`src/rtl/ext_bus_arbiter_pkg.sv`:
```
// Shared types and encodings for the external bus arbiter: FSM states, transfer
// size codes and small helpers used by the arbiter and its timeout counter.
package ext_arb_pkg;

    typedef enum logic [1:0] {
        IDLE = 2'd0,
        XFER = 2'd1,
        DONE = 2'd2
    } arb_state_e;

    localparam logic [1:0] SIZE_BYTE    = 2'b00;
    localparam logic [1:0] SIZE_HALF    = 2'b01;
    localparam logic [1:0] SIZE_WORD    = 2'b10;
    localparam logic [1:0] SIZE_ILLEGAL = 2'b11;

    function automatic logic size_is_legal(input logic [1:0] size);
        case (size)
            SIZE_BYTE, SIZE_HALF, SIZE_WORD: return 1'b1;
            SIZE_ILLEGAL:                    return 1'b0;
            default:                         return 1'b0;
        endcase
    endfunction

    // A single-cycle timeout still needs a one-bit counter.
    function automatic int ctr_width(input int cycles);
        return (cycles > 1) ? $clog2(cycles) : 1;
    endfunction

endpackage

```
`src/rtl/ext_bus_arbiter_if.sv`:
```
// Bundle of the two master request/response ports and the external bus side.
// The arbiter uses the slave modport; whoever drives masters and the bus slave uses master.
interface ext_bus_arbiter_if #(
    parameter int DATA_WIDTH     = 32,
    parameter int EXT_ADDR_WIDTH = 16
);
    logic                      m0_req;
    logic                      m0_we;
    logic [1:0]                m0_size;
    logic [EXT_ADDR_WIDTH-1:0] m0_addr;
    logic [DATA_WIDTH-1:0]     m0_wdata;
    logic [DATA_WIDTH-1:0]     m0_rdata;
    logic                      m0_done;
    logic                      m0_err;

    logic                      m1_req;
    logic                      m1_we;
    logic [1:0]                m1_size;
    logic [EXT_ADDR_WIDTH-1:0] m1_addr;
    logic [DATA_WIDTH-1:0]     m1_wdata;
    logic [DATA_WIDTH-1:0]     m1_rdata;
    logic                      m1_done;
    logic                      m1_err;

    logic                      o_bus_en;
    logic                      o_bus_we;
    logic [1:0]                o_bus_size;
    logic [EXT_ADDR_WIDTH-1:0] o_bus_addr;
    logic [DATA_WIDTH-1:0]     bus_wdata;
    logic [DATA_WIDTH-1:0]     bus_rdata;
    logic                      bus_data_o_en;
    logic                      i_bus_rdy;

    modport slave (
        input  m0_req, m0_we, m0_size, m0_addr, m0_wdata,
        output m0_rdata, m0_done, m0_err,
        input  m1_req, m1_we, m1_size, m1_addr, m1_wdata,
        output m1_rdata, m1_done, m1_err,
        output o_bus_en, o_bus_we, o_bus_size, o_bus_addr, bus_wdata, bus_data_o_en,
        input  bus_rdata, i_bus_rdy
    );

    modport master (
        output m0_req, m0_we, m0_size, m0_addr, m0_wdata,
        input  m0_rdata, m0_done, m0_err,
        output m1_req, m1_we, m1_size, m1_addr, m1_wdata,
        input  m1_rdata, m1_done, m1_err,
        input  o_bus_en, o_bus_we, o_bus_size, o_bus_addr, bus_wdata, bus_data_o_en,
        output bus_rdata, i_bus_rdy
    );

endinterface

```
`src/rtl/ext_bus_arbiter_timeout_ctr.sv`:
```
// Up-counter that measures how long a bus cycle has waited for ready; expired is
// high during the last permitted XFER cycle.
module bus_timeout_ctr
    import ext_arb_pkg::*;
#(
    parameter int TIMEOUT_CYCLES = 255
) (
    input  logic clk,
    input  logic reset,
    input  logic clear,
    input  logic enable,
    output logic expired
);
    localparam int            CW   = ctr_width(TIMEOUT_CYCLES);
    localparam logic [CW-1:0] LAST = CW'(TIMEOUT_CYCLES - 1);

    logic [CW-1:0] count;

    // Saturate at LAST so a stalled state machine can never wrap the count.
    always_ff @(posedge clk or posedge reset) begin
        if (reset) begin
            count <= '0;
        end else if (clear) begin
            count <= '0;
        end else if (enable && (count != LAST)) begin
            count <= count + 1'b1;
        end
    end

    assign expired = enable && (count == LAST);

endmodule

```
`src/rtl/ext_bus_arbiter.sv`:
```
// Two-master round-robin arbiter and transfer sequencer for the shared external bus.
// The granted request is latched and held on the bus until ready or timeout.
//
// state | meaning
// ------+-------------------------------------------------------
// IDLE  | no transfer active; requests sampled and granted
// XFER  | bus cycle in progress, fields driven from latches
// DONE  | one-cycle completion pulse to the owning master
module ext_bus_arbiter
    import ext_arb_pkg::*;
#(
    parameter int DATA_WIDTH     = 32,
    parameter int EXT_ADDR_WIDTH = 16,
    parameter int TIMEOUT_CYCLES = 255
) (
    input  logic             clk,
    input  logic             reset,
    ext_bus_arbiter_if.slave bus
);
    arb_state_e state;
    arb_state_e state_nxt;

    logic                      last_grant;
    logic                      grant_sel;
    logic                      grant_en;
    logic                      rdy_hit;
    logic                      tmo_hit;
    logic                      tmo_expired;
    logic                      xfer_active;

    logic                      sel_we;
    logic [1:0]                sel_size;
    logic [EXT_ADDR_WIDTH-1:0] sel_addr;
    logic [DATA_WIDTH-1:0]     sel_wdata;

    logic                      we_q;
    logic [1:0]                size_q;
    logic [EXT_ADDR_WIDTH-1:0] addr_q;
    logic [DATA_WIDTH-1:0]     wdata_q;
    logic                      err_q;
    logic [DATA_WIDTH-1:0]     rdata0_q;
    logic [DATA_WIDTH-1:0]     rdata1_q;

    // On a tie the master that did not win last time is granted; last_grant
    // doubles as the owner of the transfer in flight.
    assign grant_sel = (bus.m0_req && bus.m1_req) ? ~last_grant : bus.m1_req;

    assign sel_we    = grant_sel ? bus.m1_we    : bus.m0_we;
    assign sel_size  = grant_sel ? bus.m1_size  : bus.m0_size;
    assign sel_addr  = grant_sel ? bus.m1_addr  : bus.m0_addr;
    assign sel_wdata = grant_sel ? bus.m1_wdata : bus.m0_wdata;

    assign xfer_active = (state == XFER);

    bus_timeout_ctr #(
        .TIMEOUT_CYCLES(TIMEOUT_CYCLES)
    ) u_timeout_ctr (
        .clk    (clk),
        .reset  (reset),
        .clear  (!xfer_active),
        .enable (xfer_active),
        .expired(tmo_expired)
    );

    always_ff @(posedge clk or posedge reset) begin
        if (reset) begin
            state <= IDLE;
        end else begin
            state <= state_nxt;
        end
    end

    always_comb begin
        state_nxt = state;
        grant_en  = 1'b0;
        rdy_hit   = 1'b0;
        tmo_hit   = 1'b0;
        case (state)
            IDLE: begin
                if (bus.m0_req || bus.m1_req) begin
                    grant_en  = 1'b1;
                    state_nxt = size_is_legal(sel_size) ? XFER : DONE;
                end
            end
            XFER: begin
                // Ready beats a simultaneous timeout.
                if (bus.i_bus_rdy) begin
                    rdy_hit   = 1'b1;
                    state_nxt = DONE;
                end else if (tmo_expired) begin
                    tmo_hit   = 1'b1;
                    state_nxt = DONE;
                end
            end
            DONE: begin
                state_nxt = IDLE;
            end
            default: begin
                state_nxt = IDLE;
            end
        endcase
    end

    always_ff @(posedge clk or posedge reset) begin
        if (reset) begin
            last_grant <= 1'b1;
            we_q       <= 1'b0;
            size_q     <= '0;
            addr_q     <= '0;
            wdata_q    <= '0;
            err_q      <= 1'b0;
            rdata0_q   <= '0;
            rdata1_q   <= '0;
        end else begin
            if (grant_en) begin
                last_grant <= grant_sel;
                we_q       <= sel_we;
                size_q     <= sel_size;
                addr_q     <= sel_addr;
                wdata_q    <= sel_wdata;
                err_q      <= !size_is_legal(sel_size);
            end
            if (rdy_hit) begin
                err_q <= 1'b0;
                if (!we_q) begin
                    if (last_grant) begin
                        rdata1_q <= bus.bus_rdata;
                    end else begin
                        rdata0_q <= bus.bus_rdata;
                    end
                end
            end
            if (tmo_hit) begin
                err_q <= 1'b1;
            end
        end
    end

    assign bus.o_bus_en      = xfer_active;
    assign bus.o_bus_we      = we_q;
    assign bus.o_bus_size    = size_q;
    assign bus.o_bus_addr    = addr_q;
    assign bus.bus_wdata     = wdata_q;
    assign bus.bus_data_o_en = xfer_active && we_q;

    assign bus.m0_done  = (state == DONE) && !last_grant;
    assign bus.m1_done  = (state == DONE) && last_grant;
    assign bus.m0_err   = bus.m0_done && err_q;
    assign bus.m1_err   = bus.m1_done && err_q;
    assign bus.m0_rdata = rdata0_q;
    assign bus.m1_rdata = rdata1_q;

endmodule
```
`src/flat_wrapper.sv`:
```
// flat-port wrapper written by rule: the top's interface ports become plain ports
module ext_bus_arbiter_flat import ext_arb_pkg::*;
#(
    parameter int DATA_WIDTH     = 32,
    parameter int EXT_ADDR_WIDTH = 16,
    parameter int TIMEOUT_CYCLES = 255
)
  (clk, reset, bus_m0_req, bus_m0_we, bus_m0_size, bus_m0_addr, bus_m0_wdata, bus_m0_rdata, bus_m0_done, bus_m0_err, bus_m1_req, bus_m1_we, bus_m1_size, bus_m1_addr, bus_m1_wdata, bus_m1_rdata, bus_m1_done, bus_m1_err, bus_o_bus_en, bus_o_bus_we, bus_o_bus_size, bus_o_bus_addr, bus_bus_wdata, bus_bus_data_o_en, bus_bus_rdata, bus_i_bus_rdy);
  ext_bus_arbiter_if #(.DATA_WIDTH(DATA_WIDTH), .EXT_ADDR_WIDTH(EXT_ADDR_WIDTH)) bus_i ();
  input  logic clk;
  input  logic reset;
  input wire logic [$bits(bus_i.m0_req)-1:0] bus_m0_req;
  input wire logic [$bits(bus_i.m0_we)-1:0] bus_m0_we;
  input wire logic [$bits(bus_i.m0_size)-1:0] bus_m0_size;
  input wire logic [$bits(bus_i.m0_addr)-1:0] bus_m0_addr;
  input wire logic [$bits(bus_i.m0_wdata)-1:0] bus_m0_wdata;
  output wire logic [$bits(bus_i.m0_rdata)-1:0] bus_m0_rdata;
  output wire logic [$bits(bus_i.m0_done)-1:0] bus_m0_done;
  output wire logic [$bits(bus_i.m0_err)-1:0] bus_m0_err;
  input wire logic [$bits(bus_i.m1_req)-1:0] bus_m1_req;
  input wire logic [$bits(bus_i.m1_we)-1:0] bus_m1_we;
  input wire logic [$bits(bus_i.m1_size)-1:0] bus_m1_size;
  input wire logic [$bits(bus_i.m1_addr)-1:0] bus_m1_addr;
  input wire logic [$bits(bus_i.m1_wdata)-1:0] bus_m1_wdata;
  output wire logic [$bits(bus_i.m1_rdata)-1:0] bus_m1_rdata;
  output wire logic [$bits(bus_i.m1_done)-1:0] bus_m1_done;
  output wire logic [$bits(bus_i.m1_err)-1:0] bus_m1_err;
  output wire logic [$bits(bus_i.o_bus_en)-1:0] bus_o_bus_en;
  output wire logic [$bits(bus_i.o_bus_we)-1:0] bus_o_bus_we;
  output wire logic [$bits(bus_i.o_bus_size)-1:0] bus_o_bus_size;
  output wire logic [$bits(bus_i.o_bus_addr)-1:0] bus_o_bus_addr;
  output wire logic [$bits(bus_i.bus_wdata)-1:0] bus_bus_wdata;
  output wire logic [$bits(bus_i.bus_data_o_en)-1:0] bus_bus_data_o_en;
  input wire logic [$bits(bus_i.bus_rdata)-1:0] bus_bus_rdata;
  input wire logic [$bits(bus_i.i_bus_rdy)-1:0] bus_i_bus_rdy;
  assign bus_i.m0_req = bus_m0_req;
  assign bus_i.m0_we = bus_m0_we;
  assign bus_i.m0_size = bus_m0_size;
  assign bus_i.m0_addr = bus_m0_addr;
  assign bus_i.m0_wdata = bus_m0_wdata;
  assign bus_m0_rdata = bus_i.m0_rdata;
  assign bus_m0_done = bus_i.m0_done;
  assign bus_m0_err = bus_i.m0_err;
  assign bus_i.m1_req = bus_m1_req;
  assign bus_i.m1_we = bus_m1_we;
  assign bus_i.m1_size = bus_m1_size;
  assign bus_i.m1_addr = bus_m1_addr;
  assign bus_i.m1_wdata = bus_m1_wdata;
  assign bus_m1_rdata = bus_i.m1_rdata;
  assign bus_m1_done = bus_i.m1_done;
  assign bus_m1_err = bus_i.m1_err;
  assign bus_o_bus_en = bus_i.o_bus_en;
  assign bus_o_bus_we = bus_i.o_bus_we;
  assign bus_o_bus_size = bus_i.o_bus_size;
  assign bus_o_bus_addr = bus_i.o_bus_addr;
  assign bus_bus_wdata = bus_i.bus_wdata;
  assign bus_bus_data_o_en = bus_i.bus_data_o_en;
  assign bus_i.bus_rdata = bus_bus_rdata;
  assign bus_i.i_bus_rdy = bus_i_bus_rdy;
  ext_bus_arbiter #(.DATA_WIDTH(DATA_WIDTH), .EXT_ADDR_WIDTH(EXT_ADDR_WIDTH), .TIMEOUT_CYCLES(TIMEOUT_CYCLES)) u_core (.clk(clk), .reset(reset), .bus(bus_i));
endmodule
```
`config.mk`:
```
export PLATFORM = sky130hd
export DESIGN_NAME = ext_bus_arbiter_flat
export DESIGN_NICKNAME = d
export VERILOG_FILES = /design/src/rtl/ext_bus_arbiter_pkg.sv /design/src/rtl/ext_bus_arbiter_if.sv /design/src/rtl/ext_bus_arbiter_timeout_ctr.sv /design/src/rtl/ext_bus_arbiter.sv /design/src/flat_wrapper.sv
export SDC_FILE = /design/constraint.sdc
export NUM_CORES = 1
export LEC_CHECK = 0
export CAP_MARGIN = 20
export CORE_UTILIZATION = 45
export DETAILED_ROUTE_END_ITERATION = 8
export PLACE_DENSITY = 0.92
export REMOVE_ABC_BUFFERS = 1
export SETUP_SLACK_MARGIN = 0.5
export SYNTH_ARGS = -nofsm -noshare
export SYNTH_HDL_FRONTEND = slang
export SYNTH_SLANG_ARGS = --single-unit
```
`constraint.sdc`:
```
create_clock -name clk -period 7.2 [get_ports clk]
set_input_delay 1.08 -clock clk [delete_from_list [all_inputs] [get_ports clk]]
set_output_delay 1.08 -clock clk [all_outputs]
set_load 0.005 [all_outputs]
```
**Word-level counts from Yosys, hierarchy flattened**

Index checks and enable logic that the tools add are counted.
W data, S select, Z words.

- Flip-flop bits (word level): 127
- Input bits: 139
- Word-level logic and storage cells: 67

- Add/sub/neg operators: 1
- Equality and inequality tests: 10
- Multiplexer cells: 26
- Bitwise gates (word level): 2
- Reductions and logical operators: 18

Operators with widths:

| cell | count |
|---|---|
| $mux W32 | 1 |
| $mux W16 | 1 |
| $mux W8 | 2 |
| $mux W1 | 15 |
| $mux W2 | 5 |
| $add A8 B1 Y8 const B | 1 |
| $eq A8 B8 Y1 const B | 1 |
| $logic_and A1 B1 Y1 | 8 |
| $ne A8 B8 Y1 const B | 1 |
| $eq A2 B2 Y1 const B | 3 |
| $reduce_and A3 Y1 | 2 |
| $eq A2 B1 Y1 const B | 2 |
| $logic_not A2 Y1 | 2 |
| $ne A2 B1 Y1 const B | 2 |
| $pmux W2 S2 | 1 |
| $ne A3 B2 Y1 const B | 1 |
| $reduce_bool A3 Y1 | 1 |
| $reduce_or A3 Y1 | 1 |
| $logic_not A1 Y1 | 2 |
| $not A1 Y1 | 2 |
| $pmux W1 S2 | 1 |
| $reduce_and A2 Y1 | 1 |
| $logic_or A1 B1 Y1 | 1 |

**Longest topological paths before layout**

- Depth in word-level cells: 11
- Mapped depth: 6
- Mapped depth without buffers: 6

**Cells and area by module**

Synthesis repeated with hierarchy kept, for this count alone.

- Cell total of the unflattened synthesis: 382
- Area total of the unflattened synthesis: 5841.9 µm²

Modules (own cells, without submodules):

| module | instances | cells an instance | area an instance (µm²) |
|---|---|---|---|
| ext_bus_arbiter | 1 | 332 | 5358.9 |
| bus_timeout_ctr | 1 | 50 | 483.0 |

**Least setup slack after synthesis**

Ideal clock, no wire load.

- Path kind: input port to flip-flop
- Start point: in bus_i_bus_rdy
- End point: reg u_core.rdata0_q[0], in the netlist u_core.bus.m0_rdata[0]
- Setup time: 0.125 ns
- Arrival time: 2.006 ns
- Data required time: 7.075 ns
- Slack: 5.069 ns
- Cell stages on the path: 4
- Path buffers: 1
- Path through: inv_1 nor4_4 buf_6 mux2_4

- Cells in the longest elaborated chain, start to end: 3

RTL lines:

| element | line | RTL |
|---|---|---|
| from (decl) | flat_wrapper.sv:35 | `input wire logic [$bits(bus_i.i_bus_rdy)-1:0] bus_i_bus_rdy;` |
| $mux W1 | ext_bus_arbiter.sv:87 | `if (bus.i_bus_rdy) begin` |
| $mux W1 | ext_bus_arbiter.sv:78 | `case (state)` |
| $reduce_and A3 Y1 (no source line) | - |  |
| to (signal assigned) | ext_bus_arbiter.sv:129 | `rdata0_q <= bus.bus_rdata;` |
| to (decl) | ext_bus_arbiter.sv:41 | `logic [DATA_WIDTH-1:0] rdata0_q;` |

No other way between the ends.
A chain may end at the register's enable or synchronous reset.

**Final worst setup path**

- Start point: reg u_core.state[1]
- End point: out bus_bus_data_o_en

- Cells in the longest elaborated chain, start to end: 2

RTL lines:

| element | line | RTL |
|---|---|---|
| from (decl) | ext_bus_arbiter.sv:20 | `arb_state_e state;` |
| from (signal assigned) | ext_bus_arbiter.sv:69 | `state <= state_nxt;` |
| $eq A2 B1 Y1 | ext_bus_arbiter.sv:53 | `assign xfer_active = (state == XFER);` |
| $logic_and A1 B1 Y1 | ext_bus_arbiter.sv:144 | `assign bus.bus_data_o_en = xfer_active && we_q;` |
| to (decl) | flat_wrapper.sv:33 | `output wire logic [$bits(bus_i.bus_data_o_en)-1:0] bus_bus_data_o_en;` |

No other way between the ends.

==> impl_metrics.env <==
export IMPL_status="finished, final reports clean"
export IMPL_hold_path_class="flip-flop to flip-flop"
export IMPL_rsz0062_at_grt="false"
export IMPL_die_height_um=114
export IMPL_portBuffers=259
export IMPL_postCtsSetupBuffers=0
export IMPL_layout_nets=831
export IMPL_die_area_um2=13000
export IMPL_drc=0
export IMPL_hold_start="u_core.bus.bus_wdata[10]$_DFFE_PP0P_"
export IMPL_drtIter0Drc=231
export IMPL_ys_seq_elements=127
export IMPL_start_util_pct=46.7
export IMPL_grt_pass1_wl_um=23600
export IMPL_fin_area_um2=8970
export IMPL_p_per_area_nw_per_um2=413
export IMPL_cp_arrival_ps=2010
export IMPL_p_comb_share_pct=40.6
export IMPL_grt_met2_usage_pct=39.6
export IMPL_layout_setup_ws_ps=4110
export IMPL_reg2regPathDepth=4
export IMPL_synth_main_ff_cell="dfrtp_1"
export IMPL_slew_viol_final=0
export IMPL_cp_slowest_cell="clkdlybuf4s50_1"
export IMPL_syn_area_per_cell_um2=13.0
export IMPL_pin_count=260
export IMPL_yosys_warnings=0
export IMPL_switching_power_uw=1060
export IMPL_syn_area_um2=5650
export IMPL_cts_buffer_depth=2
export IMPL_finalHoldViolations=0
export IMPL_relSlewSlack_pct=42.1
export IMPL_dpl_cell_area_um2=8320
export IMPL_std_cell_rows=40
export IMPL_grt_overflow=0
export IMPL_cap_violations=0
export IMPL_fmax_ghz=0.324
export IMPL_clk_latency_ps=420
export IMPL_place_gp_congestion=0.778
export IMPL_min_period_ps=3090
export IMPL_whs_endpoint="u_core.bus.bus_wdata[10]$_DFFE_PP0P_"
export IMPL_setup_tns_ps=0
export IMPL_skew_ps=9.02
export IMPL_hold_buffers=0
export IMPL_die_w_um=114
export IMPL_numCtsBuffers=17
export IMPL_cts_resized=0
export IMPL_critPathRequiredTime_ps=6120
export IMPL_grtUsageMet1_pct=28.2
export IMPL_grt_busiest_layer="met2"
export IMPL_power_internal_uw=2640
export IMPL_crit_chain="nand2b_1 > inv_4 > and2_1 > clkdlybuf4s50_1"
export IMPL_ctsHtreeMaxLevel=4
export IMPL_grt_max_degree=106
export IMPL_routedWlPerCell_um=17.2
export IMPL_drt_pass1_iter_count=4
export IMPL_pwr_share_seq_pct=34.3
export IMPL_drive_gt1_share_pct=15.4
export IMPL_grt_usage_pct=24.1
export IMPL_antenna_found_initial=1
export IMPL_synth_edf_count=0
export IMPL_grt_use_met3_pct=8.10
export IMPL_yosysSeqAreaShare_pct=56.3
export IMPL_clk_pin_slew_ps=60
export IMPL_switching_share_pct=28.7
export IMPL_cts_tree="built"
export IMPL_setup_viol=0
export IMPL_async_reset_ff_share_pct=100
export IMPL_hold_path_depth=2
export IMPL_cp_buffers_inverters=2
export IMPL_syn_to_final_growth_pct=58.8
export IMPL_yosysUniqueCellTypes=43
export IMPL_cp_slowest_stage_delay_ps=500
export IMPL_cts_sink_count=127
export IMPL_path_delay_family="buffers and inverters"
export IMPL_wirelength_um=15000
export IMPL_fin_crit_sh_pct=42.9
export IMPL_r2r_start="u_core.state[1]$_DFFE_PP0P_"
export IMPL_coreArea_um2=12100
export IMPL_synthCells=433
export IMPL_vias=4361
export IMPL_vias_per_cell=5.00
export IMPL_crit_start="u_core.state[1]$_DFFE_PP0P_"
export IMPL_cp_start_kind="flip-flop"
export IMPL_dpl_hpwl_um=11000
export IMPL_root_buffer="clkbuf_16"
export IMPL_grt_pass1_vias=4598
export IMPL_worstSetupEndpointType="output port"
export IMPL_rrSetupSlack_ps=4870
export IMPL_dpl_worst_slack_ps=3910
export IMPL_critPathKind="flip-flop to output port"
export IMPL_path_max_fanout=8
export IMPL_peakVddDrop_mv=0.238
export IMPL_leakagePower_uw=0.00398
export IMPL_p_clk_share_pct=25.2
export IMPL_final_antenna_net_count=0
export IMPL_worst_r2r_endpoint="u_core.bus.m1_rdata[11]$_DFFE_PP0P_"
export IMPL_tightest_slew_ps=868
[per-layer routing]
metal,part of all wire (%),vias to the layer above
met1,39,2096
li1,-,2038
met5,0,-
met4,3.1,0
met3,7.6,31
met2,50,196
[how the worst max path moves through the flow]
stage                               end  cells after the start
6_report              bus_bus_data_o_en                      4
4_1_cts               bus_bus_data_o_en                      4
2_1_floorplan  u_core.err_q$_DFFE_PP0P_                      4
3_5_place_dp   u_core.err_q$_DFFE_PP0P_                      6
3_3_place_gp   u_core.err_q$_DFFE_PP0P_                      6
5_1_grt               bus_bus_data_o_en                      4
[registers in the layout, indices dropped and copies added, names as in the netlist]
name and flops:
u_core.bus.m1_rdata 32, u_core.bus.bus_wdata 32, u_core.bus.m0_rdata 32, u_core.state 2
u_core.u_timeout_ctr.count 8, u_core.bus.o_bus_addr 16, u_core.bus.o_bus_size 2, u_core.err_q 1
u_core.last_grant 1, u_core.bus.o_bus_we 1
[logic make-up (layout without fill, tap and decap cells)]
group,count (synthesis),in the layout,synth area share [%]
flops,127,127,56.3
compound gates,72,72,7.02
xor+xnor,1,1,0.155
mux,118,118,25.7
buf+inv,30,300,3.48
other cells,0,1,0
simple gates,83,83,6.98
fa+ha+maj,2,2,0.443
[through the flow]
step           hold slack (ps)  utilization [%]  power (uW)  instances
3_3_place_gp               463             68.7        2710        839
2_1_floorplan              458                -        1880        408
3_5_place_dp               469             68.7        2780        839
6_report                   477             74.1        3700        872
5_1_grt                    509             74.1        3910        872
4_1_cts                    482             74.0        3740        871
[cell usage after synthesis, types with 2 or more instances]
cell type,instances,share of area (%)
dfrtp_1,126,56
nand2_1,59,3.9
o21ai_0,54,4.8
mux2i_1,53,9.4
mux2_4,50,13
mux2_2,14,2.8
buf_2,8,0.71
buf_6,7,1.4
a31oi_1,6,0.66
buf_4,5,0.66
clkbuf_1,5,0.33
nor2_1,5,0.33
and3_1,4,0.44
inv_1,4,0.27
and2_1,2,0.22
ha_1,2,0.44
nand2b_1,2,0.22
nand3_1,2,0.18
[power groups by stage]
stage	clock network, uW	logic [uW]	registers (uW)
after floorplan	0	608	1270
after global placement	0	1450	1260
after detailed placement	0	1510	1270
after CTS	949	1520	1270
after global routing	982	1620	1310
final	931	1500	1270
[worst register-to-register path: stages, from the launching register on]
cell and delay (ps):
dfrtp_1 400, nand2b_1 340, inv_4 200, nand4b_4 670, mux2_4 600
[cell type report]
| class | count | area (um2) |
|---|---|---|
| antenna | 1 | 2.50 |
| clock buffer | 17 | 425 |
| clock inverter | 15 | 219 |
| fill | 760 | 3140 |
| inverter | 5 | 23.8 |
| multi-input combinational | 276 | 2290 |
| sequential | 127 | 3180 |
| tap | 168 | 210 |
| timing repair buffer | 263 | 2620 |
[cells in the final DEF (no fill, tap or decap), types with 2 or more instances in the layout]
cell and count:
clkbuf_16 17, nand3_1 2, clkdlybuf4s50_1 259, clkinvlp_4 3, mux2_4 50, o21ai_0 54
dfrtp_1 126, mux2i_1 53, inv_1 3, inv_4 2, clkinv_4 3, bufinv_16 5
and2_1 2, and3_1 4, nand2b_1 2, clkinv_2 4, nand2_1 58, nor2_1 5
ha_1 2, buf_4 4, mux2_2 14, a31oi_1 6
No activity file was read; power rests on OpenSTA's default activity.
